$ cat src/rtl/logic_key_alu.sv
// -----------------------------------------------------------------------------
// logic_key_alu
//
// Key/switch driven bitwise ALU for the board's LED lab. Two active-low push
// keys (LOAD, MODE) are synchronised and debounced into one-cycle press
// strobes. Successive LOAD presses latch operand A and then operand B from
// the switches. MODE presses step through the operation codes. The result is
// registered every cycle from the current operands and mode.
//
// Optional build macro: LOGIC_KEY_ALU_ARITH_EN
//   Defined   : adds ADD (code 6) and SUB (code 7); the mode wraps 7 -> 0.
//   Undefined : bitwise codes 0..5 only; the mode wraps 5 -> 0, and codes
//               6/7 yield a zero result.
// -----------------------------------------------------------------------------
module logic_key_alu #(
    parameter int WIDTH           = 4,
    parameter int DEBOUNCE_CYCLES = 500000
) (
    input  logic             clk,
    input  logic             reset_n,
    input  logic [1:0]       key_n,
    input  logic [WIDTH-1:0] data_in,
    output logic [WIDTH-1:0] a_q,
    output logic [WIDTH-1:0] b_q,
    output logic [2:0]       mode,
    output logic [WIDTH-1:0] result,
    output logic             result_valid,
    output logic [1:0]       state
);

    // Counter just wide enough to reach DEBOUNCE_CYCLES-1.
    localparam int CNT_W = (DEBOUNCE_CYCLES > 2) ? $clog2(DEBOUNCE_CYCLES) : 1;
    localparam logic [CNT_W-1:0] CNT_MAX = CNT_W'(DEBOUNCE_CYCLES - 1);

`ifdef LOGIC_KEY_ALU_ARITH_EN
    localparam logic [2:0] LAST_MODE = 3'd7;
`else
    localparam logic [2:0] LAST_MODE = 3'd5;
`endif

    typedef enum logic [1:0] {
        WAIT_A = 2'd0,
        WAIT_B = 2'd1,
        SHOW   = 2'd2
    } state_t;

    typedef enum logic [2:0] {
        OP_AND  = 3'd0,
        OP_OR   = 3'd1,
        OP_XOR  = 3'd2,
        OP_NAND = 3'd3,
        OP_NOR  = 3'd4,
        OP_XNOR = 3'd5,
        OP_ADD  = 3'd6,
        OP_SUB  = 3'd7
    } op_t;

    // Press strobes: bit 0 = LOAD, bit 1 = MODE.
    logic [1:0] press;

    // -------------------------------------------------------------------------
    // Per-key conditioning: 2-FF synchroniser, debounce counter, press strobe.
    // Debounced level uses the raw key polarity (1 = released).
    // -------------------------------------------------------------------------
    for (genvar k = 0; k < 2; k++) begin : g_key
        logic             sync_1;
        logic             sync_2;
        logic             level;
        logic             pulse;
        logic [CNT_W-1:0] cnt;

        // Synchronise, count consecutive disagreeing samples, flip on the last.
        // NOTE: sequential state is assigned with <= so every flop samples the
        // pre-edge value of its neighbours, giving a true two-stage shift.
        always_ff @(posedge clk or negedge reset_n) begin
            if (!reset_n) begin
                sync_1 <= 1'b1;
                sync_2 <= 1'b1;
                level  <= 1'b1;
                cnt    <= '0;
                pulse  <= 1'b0;
            end else begin
                sync_1 <= key_n[k];
                sync_2 <= sync_1;
                pulse  <= 1'b0;
                if (sync_2 == level) begin
                    cnt <= '0;
                end else if (cnt == CNT_MAX) begin
                    level <= sync_2;
                    cnt   <= '0;
                    // Strobe only on released -> pressed (new level 0).
                    pulse <= ~sync_2;
                end else begin
                    cnt <= cnt + CNT_W'(1);
                end
            end
        end

        assign press[k] = pulse;
    end

    logic load_press;
    logic mode_press;
    assign load_press = press[0];
    assign mode_press = press[1];

    // -------------------------------------------------------------------------
    // Operand / mode FSM.
    // -------------------------------------------------------------------------
    state_t           state_q;
    state_t           state_d;
    logic [WIDTH-1:0] a_d;
    logic [WIDTH-1:0] b_d;
    logic [2:0]       mode_d;

    // Next-state logic: LOAD walks A -> B -> show; MODE steps the op code.
    // NOTE: every signal written here gets a default first, so no path can
    // leave it unassigned and infer a latch.
    always_comb begin
        state_d = state_q;
        a_d     = a_q;
        b_d     = b_q;
        mode_d  = mode;

        if (load_press) begin
            case (state_q)
                WAIT_A: begin
                    a_d     = data_in;
                    state_d = WAIT_B;
                end
                WAIT_B: begin
                    b_d     = data_in;
                    state_d = SHOW;
                end
                SHOW: begin
                    // New A restarts the pair; B is kept but not yet valid.
                    a_d     = data_in;
                    state_d = WAIT_B;
                end
                default: state_d = WAIT_A;
            endcase
        end

        if (mode_press) begin
            mode_d = (mode == LAST_MODE) ? 3'd0 : mode + 3'd1;
        end
    end

    // -------------------------------------------------------------------------
    // Operation datapath.
    // -------------------------------------------------------------------------
    logic [WIDTH-1:0] op_result;

    // Combinational result for the current operands and mode.
    always_comb begin
        op_result = '0;
        case (op_t'(mode))
            OP_AND:  op_result = a_q & b_q;
            OP_OR:   op_result = a_q | b_q;
            OP_XOR:  op_result = a_q ^ b_q;
            OP_NAND: op_result = ~(a_q & b_q);
            OP_NOR:  op_result = ~(a_q | b_q);
            OP_XNOR: op_result = ~(a_q ^ b_q);
`ifdef LOGIC_KEY_ALU_ARITH_EN
            OP_ADD:  op_result = a_q + b_q;
            OP_SUB:  op_result = a_q - b_q;
`endif
            default: op_result = '0;
        endcase
    end

    // State, operands, mode and result registers; result_valid tracks state.
    always_ff @(posedge clk or negedge reset_n) begin
        if (!reset_n) begin
            state_q      <= WAIT_A;
            a_q          <= '0;
            b_q          <= '0;
            mode         <= '0;
            result       <= '0;
            result_valid <= 1'b0;
        end else begin
            state_q      <= state_d;
            a_q          <= a_d;
            b_q          <= b_d;
            mode         <= mode_d;
            result       <= op_result;
            result_valid <= (state_d == SHOW);
        end
    end

    assign state = state_q;

endmodule

$ cat config.mk
export PLATFORM = sky130hd
export DESIGN_NAME = logic_key_alu
export DESIGN_NICKNAME = d
export VERILOG_FILES = /design/src/rtl/logic_key_alu.sv
export SDC_FILE = /design/constraint.sdc
export NUM_CORES = 1
export LEC_CHECK = 0
export BUFFER_PORTS_ARGS = -buffer_cell sky130_fd_sc_hd__buf_2
export CELL_PAD_IN_SITES_DETAIL_PLACEMENT = 0
export CELL_PAD_IN_SITES_GLOBAL_PLACEMENT = 2
export CORE_MARGIN = 5
export CORE_UTILIZATION = 39
export CTS_CLUSTER_SIZE = 30
export DETAILED_ROUTE_END_ITERATION = 12
export PLACE_DENSITY = 0.78
export SLEW_MARGIN = 10
export SYNTH_ARGS = -nofsm -noshare
export SYNTH_HDL_FRONTEND = slang
export SYNTH_SLANG_ARGS = --single-unit
$ cat constraint.sdc
create_clock -name clk -period 2.55 [get_ports clk]
set_clock_uncertainty 0.05 [all_clocks]
set_input_delay 0.51 -clock clk [delete_from_list [all_inputs] [get_ports clk]]
set_output_delay 0.51 -clock clk [all_outputs]
set_load 0.02 [all_outputs]
[Yosys cells after proc, flatten, opt, wreduce, memory -nomap -nowiden]
Index checks and enable logic that the tools add are counted.
Word-level totals
  flip-flop bits (word level): 64
  bits in latches: 0
  RAM bits: 0
  ROM bits: 0
  input bits: 8
  output and inout bits: 18
  logic and storage cells: 60
  memories kept: 0
Operators by class
  add/subtract/negate cells: 3
  multiply operators: 0
  divide/modulo/power cells: 0
  $lt $le $gt $ge: 0
  equality and inequality tests: 12
  shift operators: 0
  multiplexer cells: 12
  bitwise logic cells: 10
  reduce and logical (&&, ||, !) cells: 7
Operators with widths (count)
  two-way mux 19 bit: 4
  adder 19 x 1 -> 19 bit, second input constant: 2
  equality test 19 bit, second input constant: 2
  case mux 4 bit (6 select lines): 1
  NOT 4 bit: 3
  AND reduction 2 bit: 4
  equality test 3 x 2 -> 1 bit, second input constant: 2
  equality test 3 bit, second input constant: 2
  AND 4 bit: 1
  equality test 2 bit, second input constant: 2
  two-way mux 1 bit: 4
  NOT 1 bit: 4
  OR 4 bit: 1
  case mux 2 bit (2 select lines): 1
  bitwise XOR 4 bit: 1
  adder 3 x 1 -> 3 bit, second input constant: 1
  equality test 3 x 1 -> 1 bit, second input constant: 1
  zero test 3 bit: 1
  two-way mux 3 bit: 1
  equality test 1 bit: 2
  equality test 2 x 1 -> 1 bit, second input constant: 1
  zero test 2 bit: 1
  two-way mux 2 bit: 1
  OR reduction 2 bit: 1

[Logic depth before layout (Yosys ltp)]
  depth after elaboration: 5
  gate-level depth with buffers: 7
  mapped depth without buffers: 6

[Least setup slack after synthesis]
Ideal clock, no wire load.
  kind: reg2reg
  from: register g_key[0].cnt[14]
  to: register g_key[0].cnt[10]
  setup time: 119 ps
  data arrival time: 1915 ps
  data required time: 2381 ps
  slack: 466 ps
  cell stages (with the launch flop): 6
  buffers on the path: 1
  period minus slack after synthesis: 2084 ps
  cells stage by stage: dfrtp_1 or4b_2 or4_4 o21ai_4 buf_6 nor2_1
On the way
  longest elaborated chain between the ends: 3
Ends and longest elaborated chain
  from (decl): RTL line 70  | logic [CNT_W-1:0] cnt;
  from (signal assigned): RTL line 94  | cnt <= cnt + CNT_W'(1);
  equality test 19 bit: RTL line 88  | end else if (cnt == CNT_MAX) begin
  two-way mux 19 bit: RTL line 88
  two-way mux 19 bit: RTL line 86  | if (sync_2 == level) begin
Every way passes these cells.
A chain may end at the register's enable or synchronous reset.

[Worst setup path in the final report]
  from: register g_key[0].cnt[14]
  to: register g_key[0].cnt[14]
On the way
  longest elaborated chain between the ends: 3
  elaborated cells on any way between the ends: 4
  classes of those cells: add/sub (1); eq/ne (1); mux (2)
Ends and longest elaborated chain (RTL line)
  adder 19 x 1 -> 19 bit / equality test 19 bit (equally long branches): 94, 88
  two-way mux 19 bit *: 88
  two-way mux 19 bit *: 86
Every way passes the cells marked *; elsewhere a longest branch is shown, timed or not.

==> results.md <==
- DRT Pass-1 Iters: 4
- CP arrival: 2.34 ns
- Maximum fanout along the worst path: 18
- Area fraction of the dominant cell type after synthesis: 46.6%
- Count of final hold-check violations: 0
- Most frequent cell after synthesis: dfrtp_1
- Routed Antenna Nets: 0
- Dominant cell type by area after synthesis: dfrtp_1
- Syn Std Cell Area: 3110 um^2
- Total GRT Usage: 13.7%
- Antenna cells: 0
- CTS root buf: clkbuf_8
- Clock transition at the registers of the reported paths: 0.07 ns
- RSZ-0062 raised after global routing: false
- Cells after Synth: 302
- Num rows: 32
- Max-slew headroom: 59.7%
- Sequential fraction of the synthesis area: 51.7%
- Syn. warnings: 0
- Hold WS: 0.129 ns
- Post_cts resized: 0
- CTS tree: done
- Post-DP HPWL: 4.38 mm
- Fraction of registers with async set/reset: 100%
- Final Cycle Share: 85.4%
- Core Box Area: 7770 um^2
- Final Max Tran Viols: 0
- Critical path class: reg -> reg
- # nets final: 355
- Drt first-iter violations: 134
- Setup WS pre-CTS: 0.373 ns
- Share of cells above drive strength 1: 18.8%
- Max Cap Viol: 0
- Fmax achieved: 0.459 GHz
- R2R cell count: 5
- P_leak: 1.53 nW
- Area delta synth->final: 15.0%
- Initial antenna violation count: 0
- Setup slack, reg-to-reg: 0.37 ns
- Met3 routed WL: 208 um
- HP Class: in -> async
- Later-pin clock latency in the skew report: 0.34 ns
- Critical Path Sink Type: flip-flop
- Launch point of the worst reg-to-reg path: g_key[0].cnt[14]$_DFF_PN0_
- Global-route wire length before repair: 11.0 mm
- Post-CTS Setup Repair Bufs: 0
- IO Port Bufs: 25
- Final-report setup violation count: 0
- Max H-tree Level: 3
- Vias/cell: 5.15
- DRC: 0
- Starting Density: 40.1%
- #FFs+latches synth: 64
- CTS Sinks: 64
- Die area: 9870 um^2
- Final wirelength: 6.21 mm
- Die Ht: 99.3 um
- Worst Setup Start Kind: flip-flop
- Yosys cell types: 40
- CTS Hold Buffers Added: 0
- Syn Nets: 322
- WL/cell: 14.0 um
- GR Overflow Total: 0
- DIE WIDTH: 99.3 um
- Finished Core Util: 46.1%
- Commonest cells in the netlist: dfrtp_1, nor2_1, inv_1, nand2_1, o21ai_0
- Slew @ Worst Pin: 0.604 ns
- Final setup margin: 0.371 ns
- Ys flop type: dfrtp_1
- Max layer used: met4
- Avg Cell Area, Syn: 10.3 um^2
- Total CTS buffers: 9
- Minimum clock period: 2.18 ns
- Final GP Congestion: 0.704
- EDFF count, synth: 0
- Crit path required time: 2.72 ns
- I/O pin total: 26
- Synth area leaders: dfrtp_1, dfstp_2, ha_1, nor2_1, xor2_1
- Largest net degree at the start of global routing: 40
- PwrDens: 569 nW/um^2
- Outcome: finished, final reports clean
- Maximum VDD drop: 0.282 mV
- Vias in the first global route: 2329
- M1 wire length: 3.07 mm
- Setup TNS: 0 ns
- Routed length on met2: 2.87 mm
- Routed via count: 2275
- RR Endpoint: g_key[0].cnt[14]$_DFF_PN0_
- CTS Buffer Depth: 2
cells by family (layout without fill, tap and decap cells):
logic type                 after synthesis  after routing  synth area share [%]
adders and majority gates               12             12                  4.82
buffers and inverters                   29             67                  3.78
muxes                                    9              9                  3.13
xor gates and xnor gates                25             25                  7.03
AOI/OAI and AO/OA                       46             46                  9.16
and+or+nand+nor                        117            117                  20.4
DFF                                     64             64                  51.7
stage by stage:
step / area, um^2 / std cells / total power, mW
global route: 3580 / 442 / 2.13
global placement: 3370 / 426 / 1.16
detailed placement: 3370 / 426 / 1.16
floorplan: 3110 / 302 / 1.11
CTS: 3580 / 442 / 2.07
finish: 3580 / 442 / 2.04
how the worst max path moves through the flow:
stage,to,slack [ns],cells after the start,from
finish,g_key[0].cnt[14]$_DFF_PN0_,0.37,5,g_key[0].cnt[14]$_DFF_PN0_
CTS,g_key[0].cnt[0]$_DFF_PN0_,0.36,5,g_key[0].cnt[14]$_DFF_PN0_
floorplan,g_key[0].cnt[10]$_DFF_PN0_,0.47,5,g_key[0].cnt[14]$_DFF_PN0_
global placement,g_key[0].cnt[10]$_DFF_PN0_,0.41,5,g_key[0].cnt[14]$_DFF_PN0_
global route,g_key[1].cnt[16]$_DFF_PN0_,0.25,5,g_key[1].cnt[0]$_DFF_PN0_
detailed placement,g_key[0].cnt[3]$_DFF_PN0_,0.37,5,g_key[0].cnt[14]$_DFF_PN0_
metal layers:
metal / vias up / track usage, %
li1: 1130 / -
met1: 1102 / 18.6
met2: 34 / 21.2
met3: 9 / 3.65
met4: 0 / 4.94
met5: - / 0
area by class of cell:
class | instances | area [um^2]
clock inverters | 5 | 55.1
clock buffers | 11 | 151
multi-input cells | 209 | 1390
flip-flops and latches | 64 | 1610
repair buffers | 29 | 168
fillers | 764 | 4190
inverters | 22 | 82.6
well taps | 102 | 128
worst max-delay path, stage by stage (launching register included):
cell	delay, ns
dfrtp_1	0.42
or4b_2	0.68
or4_4	0.46
o21ai_4	0.12
buf_4	0.24
nor2_1	0.08
power breakdown:
| group | internal [mW] | total, mW | leakage, nW | switching [mW] |
|---|---|---|---|---|
| Sequential | 1.03 | 1.05 | 0.829 | 0.0148 |
| Combinational | 0.0316 | 0.0896 | 0.596 | 0.0580 |
| Clock | 0.501 | 0.899 | 0.101 | 0.398 |
| Total | 1.57 | 2.04 | 1.53 | 0.471 |
flip-flops by register name, indices dropped and copies added, names as in the netlist:
| register | cells |
|---|---|
| mode | 3 |
| b_q | 4 |
| g_key.sync_1 | 2 |
| result | 4 |
| state | 2 |
| g_key.cnt | 38 |
| g_key.pulse | 2 |
| g_key.level | 2 |
| a_q | 4 |
| g_key.sync_2 | 2 |
| result_valid | 1 |
layout by cell type, fill, tap and decap left out, types with 3 or more instances in the layout:
cell type	instances
a21oi_1	14
and2_1	4
and4_1	5
buf_2	25
buf_4	3
clkbuf_8	11
dfrtp_1	58
dfstp_2	6
ha_1	12
inv_1	22
mux2_2	6
mux2i_1	3
nand2_1	19
nand3_1	16
nand3b_1	3
nand4_1	8
nor2_1	32
nor3_1	3
nor4_1	3
o21ai_0	19
o31ai_1	4
or3_1	9
or4_1	6
xnor2_1	12
xor2_1	13
Power figures use the tool's default switching activity.
